==> src/rtl/demux_pkg.sv <==
// rtl/demux_pkg.sv - shared types, defaults and one-hot helper for the demux dispatcher
package demux_pkg;
  localparam int N_OUT_DEF = 8;
  localparam int DW_DEF    = 8;

  typedef enum logic {IDLE, HOLD} disp_state_e;

  // Wide enough for any channel count up to 32; callers truncate to N_OUT.
  function automatic logic [31:0] onehot(input logic [4:0] sel);
    return 32'd1 << sel;
  endfunction
endpackage

==> src/rtl/rr_next_sel.sv <==
// rtl/rr_next_sel.sv - first set mask bit at or after ptr, wrapping
module rr_next_sel #(
  parameter int N = 8,
  parameter int W = $clog2(N)
) (
  input  logic [W-1:0] ptr,
  input  logic [N-1:0] mask,
  output logic [W-1:0] sel,
  output logic         any
);
  logic [2*N-1:0] dbl;
  logic [N-1:0]   rot;

  // Rotate so ptr lands on bit 0, then take the lowest set bit.
  always_comb begin
    dbl = {mask, mask} >> ptr;
    rot = dbl[N-1:0];
    sel = '0;
    any = 1'b0;
    for (int i = N - 1; i >= 0; i--) begin
      if (rot[i]) begin
        sel = ptr + W'(i);
        any = 1'b1;
      end
    end
  end
endmodule

==> src/rtl/demux_dispatcher.sv <==
// rtl/demux_dispatcher.sv - one-word holding dispatcher onto N_OUT channels
module demux_dispatcher
  import demux_pkg::*;
#(
  parameter int N_OUT = N_OUT_DEF,
  parameter int DW    = DW_DEF,
  parameter int SEL_W = $clog2(N_OUT)
) (
  input  logic             clk,
  input  logic             rst_n,
  input  logic             mode,
  input  logic [N_OUT-1:0] chan_en,
  input  logic             in_valid,
  input  logic [DW-1:0]    in_data,
  input  logic [SEL_W-1:0] in_dest,
  output logic             in_ready,
  output logic [N_OUT-1:0] out_valid,
  output logic [DW-1:0]    out_data,
  input  logic [N_OUT-1:0] out_ready,
  output logic [7:0]       drop_cnt,
  output logic [SEL_W-1:0] rr_ptr
);
  disp_state_e      state_q, state_d;
  logic [SEL_W-1:0] sel_q, sel_d;
  logic [DW-1:0]    data_q, data_d;
  logic [7:0]       drop_q, drop_d;
  logic [SEL_W-1:0] ptr_q, ptr_d;

  logic [SEL_W-1:0] rr_sel;
  logic             rr_any;
  logic             out_fire, accept, drop, load;
  logic [SEL_W-1:0] new_sel;

  rr_next_sel #(.N(N_OUT), .W(SEL_W)) u_rr (
    .ptr (ptr_q),
    .mask(chan_en),
    .sel (rr_sel),
    .any (rr_any)
  );

  assign out_fire  = (state_q == HOLD) && out_ready[sel_q];
  // Pass-through acceptance: a new word may enter in the cycle the held one leaves.
  assign in_ready  = ((state_q == IDLE) || out_fire) && (mode || rr_any);
  assign accept    = in_valid && in_ready;
  assign new_sel   = mode ? in_dest : rr_sel;
  assign drop      = accept && mode && !chan_en[in_dest];
  assign load      = accept && !drop;

  assign out_valid = (state_q == HOLD) ? N_OUT'(onehot(5'(sel_q))) : '0;
  assign out_data  = data_q;
  assign drop_cnt  = drop_q;
  assign rr_ptr    = ptr_q;

  always_comb begin
    state_d = state_q;
    sel_d   = sel_q;
    data_d  = data_q;
    drop_d  = drop_q;
    ptr_d   = ptr_q;
    if (load) begin
      state_d = HOLD;
      sel_d   = new_sel;
      data_d  = in_data;
    end else if (out_fire) begin
      state_d = IDLE;
    end
    if (accept && !mode) begin
      ptr_d = rr_sel + SEL_W'(1);
    end
    if (drop && (drop_q != 8'hFF)) begin
      drop_d = drop_q + 8'd1;
    end
  end

  always_ff @(posedge clk) begin
    if (!rst_n) begin
      state_q <= IDLE;
      sel_q   <= '0;
      data_q  <= '0;
      drop_q  <= '0;
      ptr_q   <= '0;
    end else begin
      state_q <= state_d;
      sel_q   <= sel_d;
      data_q  <= data_d;
      drop_q  <= drop_d;
      ptr_q   <= ptr_d;
    end
  end
endmodule

==> config.mk <==
export PLATFORM = sky130hd
export DESIGN_NAME = demux_dispatcher
export DESIGN_NICKNAME = d
export VERILOG_FILES = /design/src/rtl/demux_pkg.sv /design/src/rtl/rr_next_sel.sv /design/src/rtl/demux_dispatcher.sv
export SDC_FILE = /design/constraint.sdc
export NUM_CORES = 1
export LEC_CHECK = 0
export CAP_MARGIN = 5
export CELL_PAD_IN_SITES_DETAIL_PLACEMENT = 1
export CELL_PAD_IN_SITES_GLOBAL_PLACEMENT = 1
export CORE_ASPECT_RATIO = 1.2
export CORE_MARGIN = 2
export CORE_UTILIZATION = 40
export DETAILED_ROUTE_END_ITERATION = 6
export GPL_TIMING_DRIVEN = 0
export PLACE_DENSITY_LB_ADDON = 0.2
export RECOVER_POWER = 100
export SLEW_MARGIN = 15
export SYNTH_ARGS = -nofsm -noshare
export SYNTH_HDL_FRONTEND = slang
export SYNTH_SLANG_ARGS = --single-unit
==> constraint.sdc <==
create_clock -name clk -period 8.4 [get_ports clk]
set_clock_uncertainty 0.05 [all_clocks]
set_input_delay 0.84 -clock clk [delete_from_list [all_inputs] [get_ports clk]]
set_output_delay 0.84 -clock clk [all_outputs]
set_load 0.02 [all_outputs]
==> run metrics, run 1 <==
post-synthesis mux area share=27.3%; Core Footprint=5930 um^2; DR WL/cell=18.1 um; worst slack, placed=3.97 ns; initial antenna violation count=0; CP required=between 7 and 8 ns; CP Capture Type=output pin; Final Hold Vio Count=0; Slew Viols, Final=0; Placer Congestion=0.894; Peak VDD IR=0.134 mV; Post-synth ARST share=0%; TritonCTS Buffers=3; RR Endpoint=rr_ptr[2]$_SDFFE_PN0P_; Post-Synth Adder-Cell Area=under 10%; sequential-to-total area share from yosys stat=19.0%; Synth area leader=dfxtp_1; clk_lat worst skew=0.27 ns; Die H=89.4 um; first-pass GRT wire length=12500 um; largest family of logic cells by synthesized area=multiplexers; FF-to-FF setup slack=4.55 ns; setup repair bufs after CTS=0; Die ar.=6710 um^2; grt ovf=0; register bit count reported by yosys=23; Rel. slew slack=56.6%; post-synth top area share=19.0%; RSZ-0062 raised after global routing=no; clock network power share=approximately 16%; Root Buffer=clkbuf_8; vias in the first global route=between 2k and 3k; top_reg_cell synth=dfxtp_1; vias per cell=5.87; Cell Int Power=266 uW; largest net degree at the start of global routing=15; total wire length=7650 um; Commonest cells post-synth=36 x nor2_1, 23 x dfxtp_1, 21 x nand2_1; peak fanout along the critical path=10; CTS Sinks=23; Critical path destination=in_ready; Post-synth EDFFs=0; fmax=212 MHz; H-tree levels=1; Reg power frac=a little over a quarter; CTS resizes=0; critical path depth in cells=7; CTS tree=built; syn_nets=314; Initial Util=40.9%; delay-heaviest family, CP=buffers and inverters; cts hold-fix bufs=0; leakage=roughly 1.1 nW; period utilization=56.1%; CP max stage delay=between 0.6 and 0.7 ns; Final #Nets=377; # diodes=0; XOR/XNOR share of the synthesized area=under 10%; Yosys cell types=59; Antenna Violating Nets Remaining=0; Comb power frac=58.3%; DR DRC count=0; sw frac=roughly 43%; slowest stage cell on the critical path=dlygate4sd3_1; ranking of synthesized cells by area=dfxtp_1 19%, mux4_2 12%, mux2i_1 7.8%; count leader, synth=nor2_1; worst path cell trace=dlygate4sd3_1 -> clkbuf_1 -> mux2_1 -> mux2_2 -> nor3b_1 -> a31oi_1 -> dlygate4sd3_1; Synth Cell Area=between 2000 and 2500 um^2; Synth Instances=279; critical path arrival=3.82 ns; Tmin final=around 4.7 ns; syn_area_per_cell=8.70 um^2; Critical path origin=chan_en[1]; P per Cell Area=approximately 150 nW/um^2; CP dominant cell by count=dlygate4sd3_1; simple-gate area share of the yosys netlist=22.7%; Slew @ Worst Pin=0.645 ns; worst hold path class=reg -> reg; Iter 0 DRT Violations=111; vias post-DR=2483; total power=~460 uW; Crit Reg-Reg Startpoint=rr_ptr[1]$_SDFFE_PN0P_; share of layout cells above drive strength 1=13.8%; Synth Area in Compound Gates=a little under a fifth; r2r worst-path depth=17; first drt pass iteration count=4; GRT Total Usage=24.1%; critical path class=in -> out; WP buf/inv=3; Port-buffer cells=58; net switching power figure=around 200 uW; Area Overhead vs Synth=27.8%; Rows=31; Finish-stage setup viols=0; Startpoint Class=input pin; post-DP HPWL=5870 um; outcome=finished clean; top-level port count=59; Synth warnings=0; Clock Path Buffers=2; die width=approximately 75 um; number of max-cap violations=0; Setup TNS=0 ns; clock-pin slew on the worst setup and hold paths=0.08 ns; post-route setup slack=3.69 ns
==> worst register-to-register path: cells and delay by family, from the launching register on <==
kind                     cells  cell delay (ns)
AO/OA/AOI/OAI                8             1.14
multiplexers                 2             0.67
adder cells (fa/ha/maj)      1             0.28
flip-flops                   1             0.38
buffers and inverters        4             0.85
AND/OR/NAND/NOR              2             0.34
==> through the flow <==
step	cells	hold WS, ns	util [%]	instance area, um^2
3_5_place_dp	419	0.441	52.4	3110
4_1_cts	423	0.469	53.3	3160
6_report	423	0.457	52.3	3100
5_1_grt	423	0.511	52.3	3100
2_1_floorplan	279	0.531	-	2430
3_3_place_gp	419	0.425	52.4	3110
==> kinds of logic after synthesis <==
| family | count (synthesis) |
|---|---|
| AO/OA/AOI/OAI | 58 |
| adder cells (fa/ha/maj) | 4 |
| XOR/XNOR | 7 |
| flip-flops | 23 |
| multiplexers | 46 |
| buffers and inverters | 37 |
| AND/OR/NAND/NOR | 104 |
==> power groups by stage <==
stage / Clock [mW] / Sequential, mW / Combinational (mW)
global placement: 0 / 0.124 / 0.271
CTS: 0.0747 / 0.122 / 0.279
global route: 0.0776 / 0.123 / 0.292
floorplan: 0 / 0.130 / 0.193
finish: 0.0717 / 0.122 / 0.270
detailed placement: 0 / 0.124 / 0.278
==> cell usage in the layout, fill, tap and decap left out, types with 5 or more instances in the layout <==
master,instances
nor2_1,36
a21oi_1,11
buf_2,5
o21ai_0,10
nand3_1,9
nand2_1,21
dlygate4sd3_1,31
clkbuf_1,15
mux4_2,13
nor3b_1,6
dfxtp_1,23
clkdlybuf4s50_1,27
nor3_1,11
a31oi_1,6
mux2i_1,19
inv_1,12
mux2_2,11
xnor2_1,7
==> area by class of cell <==
cell class	instances	area [um^2]
Tap cell	82	103
Timing Repair Buffer	58	581
Sequential cell	23	460
Clock buffer	3	41.3
Buffer	23	108
Fill cell	719	2830
Clock inverter	1	7.51
Inverter	14	55.1
Multi-Input combinational cell	219	1750
==> state kept, by name (all words and copies together), names as in the netlist <==
signal,count
state_q,1
out_data,8
sel_q,3
drop_cnt,8
rr_ptr,3
==> per-layer routing <==
layer  track usage (%)  wire (um)
met1              27.1       3150
met2              44.7       3950
met3              3.27        297
met4              10.0        247
met5                 0          0
==> worst min-delay path by stage <==
stage | start | to | cells past startpoint
3_3_place_gp | out_data[1]$_SDFFE_PN0P_ | out_data[1]$_SDFFE_PN0P_ | 2
3_5_place_dp | out_data[4]$_SDFFE_PN0P_ | out_data[4]$_SDFFE_PN0P_ | 2
5_1_grt | out_data[5]$_SDFFE_PN0P_ | out_data[5]$_SDFFE_PN0P_ | 2
6_report | out_data[5]$_SDFFE_PN0P_ | out_data[5]$_SDFFE_PN0P_ | 2
2_1_floorplan | drop_cnt[1]$_SDFFE_PN0P_ | drop_cnt[1]$_SDFFE_PN0P_ | 2
4_1_cts | out_data[7]$_SDFFE_PN0P_ | out_data[7]$_SDFFE_PN0P_ | 2
No activity file was read; power rests on OpenSTA's default activity.
==> inputs of run 2 (changes only) <==
- CORE_UTILIZATION: 40 -> 37
- clock period: 8.4 -> 4.9 ns (I/O delays scaled with it)
==> run 2 against run 1 <==
  * First-iteration DRC count grew 9.0%
  * Total power grew 69%
  * Non-clock buffer count is the same
  * Cell area is essentially flat
  * Setup slack lost 2.9 ns
  * Wire length shrank 1.9%
==> run metrics, run 2 (same netlist as run 1, synthesis figures left out) <==
outcome=finished clean (unchanged); Die ar.=7230 um^2 (was 6710 um^2); Final Hold Vio Count=0 (unchanged); WP buf/inv=3 (unchanged); sequential cell area=460 um^2 (unchanged); Antenna Violating Nets Remaining=0 (unchanged); grt ovf=0 (unchanged); worst hold path class=reg -> reg (unchanged); setup repair bufs after CTS=0 (unchanged); Post-Layout Cell Count=426 (was 423); critical path arrival=3.54 ns (was 3.82 ns); die width=78.0 um (was 75.1 um); Peak VDD IR=0.181 mV (was 0.134 mV); fillcell total=785 (was 719); Root Buffer=clkbuf_8 (unchanged); clock-pin slew on the worst setup and hold paths=0.08 ns (about the same); first-pass GRT wire length=12600 um (was 12500 um); slowest stage cell on the critical path=dlygate4sd3_1 (unchanged); top-level port count=59 (unchanged); initial antenna violation count=0 (unchanged); Finish-stage setup viols=0 (unchanged); Rows=32 (was 31); Port-buffer cells=58 (unchanged); Area Overhead vs Synth=27.8% (about the same); Core Footprint=6410 um^2 (was 5930 um^2); period utilization=83.3%; TritonCTS Buffers=3 (unchanged); Critical path origin=chan_en[1] (unchanged); Iter 0 DRT Violations=121 (was 111); Startpoint Class=input pin (unchanged); Tmin final=just over 4 ns; CP Capture Type=output pin (unchanged); cts hold-fix bufs=0 (unchanged); dpl cell area=3120 um^2 (was 3110 um^2); leakage=1.11 nW (was 1.12 nW); Final Instance Area=3100 um^2 (about the same); CP required=4.36 ns (was 7.51 ns); CTS tree=built (unchanged); critical path class=in -> out (unchanged); commonest non-fill, non-tap cell in the layout=nor2_1 (unchanged); RSZ-0062 raised after global routing=no (unchanged); Clock Path Buffers=2 (unchanged); clk_lat worst skew=0.26 ns (was 0.27 ns); Initial Util=37.9% (was 40.9%); CTS resizes=0 (unchanged); area occupied by multi-input gates=1750 um^2 (unchanged); vias in the first global route=2507 (was 2579); DR WL/cell=17.6 um (was 18.1 um); fin util=48.4% (was 52.3%); first drt pass iteration count=4 (unchanged); Placer Congestion=0.884 (was 0.894); CTS Sinks=23 (unchanged); P per Cell Area=252 nW/um^2 (was 149 nW/um^2); H-tree levels=1 (unchanged); vias post-DR=2413 (was 2483); worst path cell trace=dlygate4sd3_1 -> clkbuf_1 -> mux2_1 -> mux2_1 -> nor3b_1 -> a31oi_1 -> dlygate4sd3_1 (was dlygate4sd3_1 -> clkbuf_1 -> mux2_1 -> mux2_2 -> nor3b_1 -> a31oi_1 -> dlygate4sd3_1); placed instance count=422 (was 419); total wire length=7510 um (was 7650 um); # diodes=0 (unchanged); delay-heaviest family, CP=buffers and inverters (unchanged); largest net degree at the start of global routing=13 (was 15); Die H=92.8 um (was 89.4 um); Slew Viols, Final=0 (unchanged); most frequent cells in the layout=36 x nor2_1, 30 x dlygate4sd3_1, 28 x clkdlybuf4s50_1, 23 x dfxtp_1, 21 x nand2_1 (was 36 x nor2_1, 31 x dlygate4sd3_1, 27 x clkdlybuf4s50_1, 23 x dfxtp_1, 21 x nand2_1); share of layout cells above drive strength 1=12.9% (was 13.8%); post-DP HPWL=5810 um (was 5870 um); Crit Reg-Reg Startpoint=rr_ptr[1]$_SDFFE_PN0P_ (unchanged); Rel. slew slack=54.1% (was 56.6%); DR DRC count=0 (unchanged); number of max-cap violations=0 (unchanged); fmax=245 MHz; vias per cell=5.66 (was 5.87); Final #Nets=377 (unchanged); CP max stage delay=0.70 ns (was 0.69 ns); GRT Total Usage=21.5% (was 24.1%); total power=782 uW (was 463 uW); peak fanout along the critical path=10 (unchanged); min-delay src=out_data[5]$_SDFFE_PN0P_ (unchanged); Slew @ Worst Pin=0.688 ns (was 0.645 ns); Setup TNS=0 ns (unchanged)
run 2: worst reg2reg max path, stage by stage, from the launching register on:
cell and delay, ns:
dfxtp_1 0.39, buf_6 0.16, buf_6 0.17, buf_2 0.23, clkbuf_1 0.48, mux4_2 0.41, mux2_2 0.31, nor3_1 0.23
nor4bb_1 0.10, nor3_1 0.24, a21oi_1 0.07, o21ai_1 0.13, ha_1 0.26, o31ai_1 0.10, a21oi_1 0.12, o21ai_0 0.10
a311oi_1 0.33, nor4_2 0.06
run 2: metal layers:
layer	wire [um]	track usage (%)
met1	3190	26.0
met2	3910	39.2
met3	334	2.92
met4	75	6.14
met5	0	0
run 2: per-stage QoR:
stage               setup WS, ns  hold slack, ns
floorplan                   1.49           0.531
global placement           0.842           0.429
detailed placement         0.819           0.437
CTS                         1.08           0.462
global route               0.406           0.486
finish                     0.818           0.448
run 2: power breakdown:
part / switching (mW) / total, mW / internal, mW
combinational: 0.261 / 0.458 / 0.197
clock: 0.0576 / 0.116 / 0.0580
sequential: 0.00827 / 0.209 / 0.200
total: 0.327 / 0.782 / 0.455
run 2: worst paths after layout:
path	endpoint	slack, ns	cells after the start
setup / recovery	in_ready	0.82	7
hold / removal	out_data[5]$_SDFFE_PN0P_	0.45	2
setup reg to reg	rr_ptr[2]$_SDFFE_PN0P_	0.85	17
hold reg to reg	out_data[5]$_SDFFE_PN0P_	0.45	2
run 2: final cells by class:
type	instances	share of cell area [%]
Buffer	23	3.43
Clock buffer	4	1.45
Inverter	14	1.77
Multi-Input combinational cell	219	56.4
Sequential cell	23	14.8
Tap cell	85	3.43
Timing Repair Buffer	58	18.7
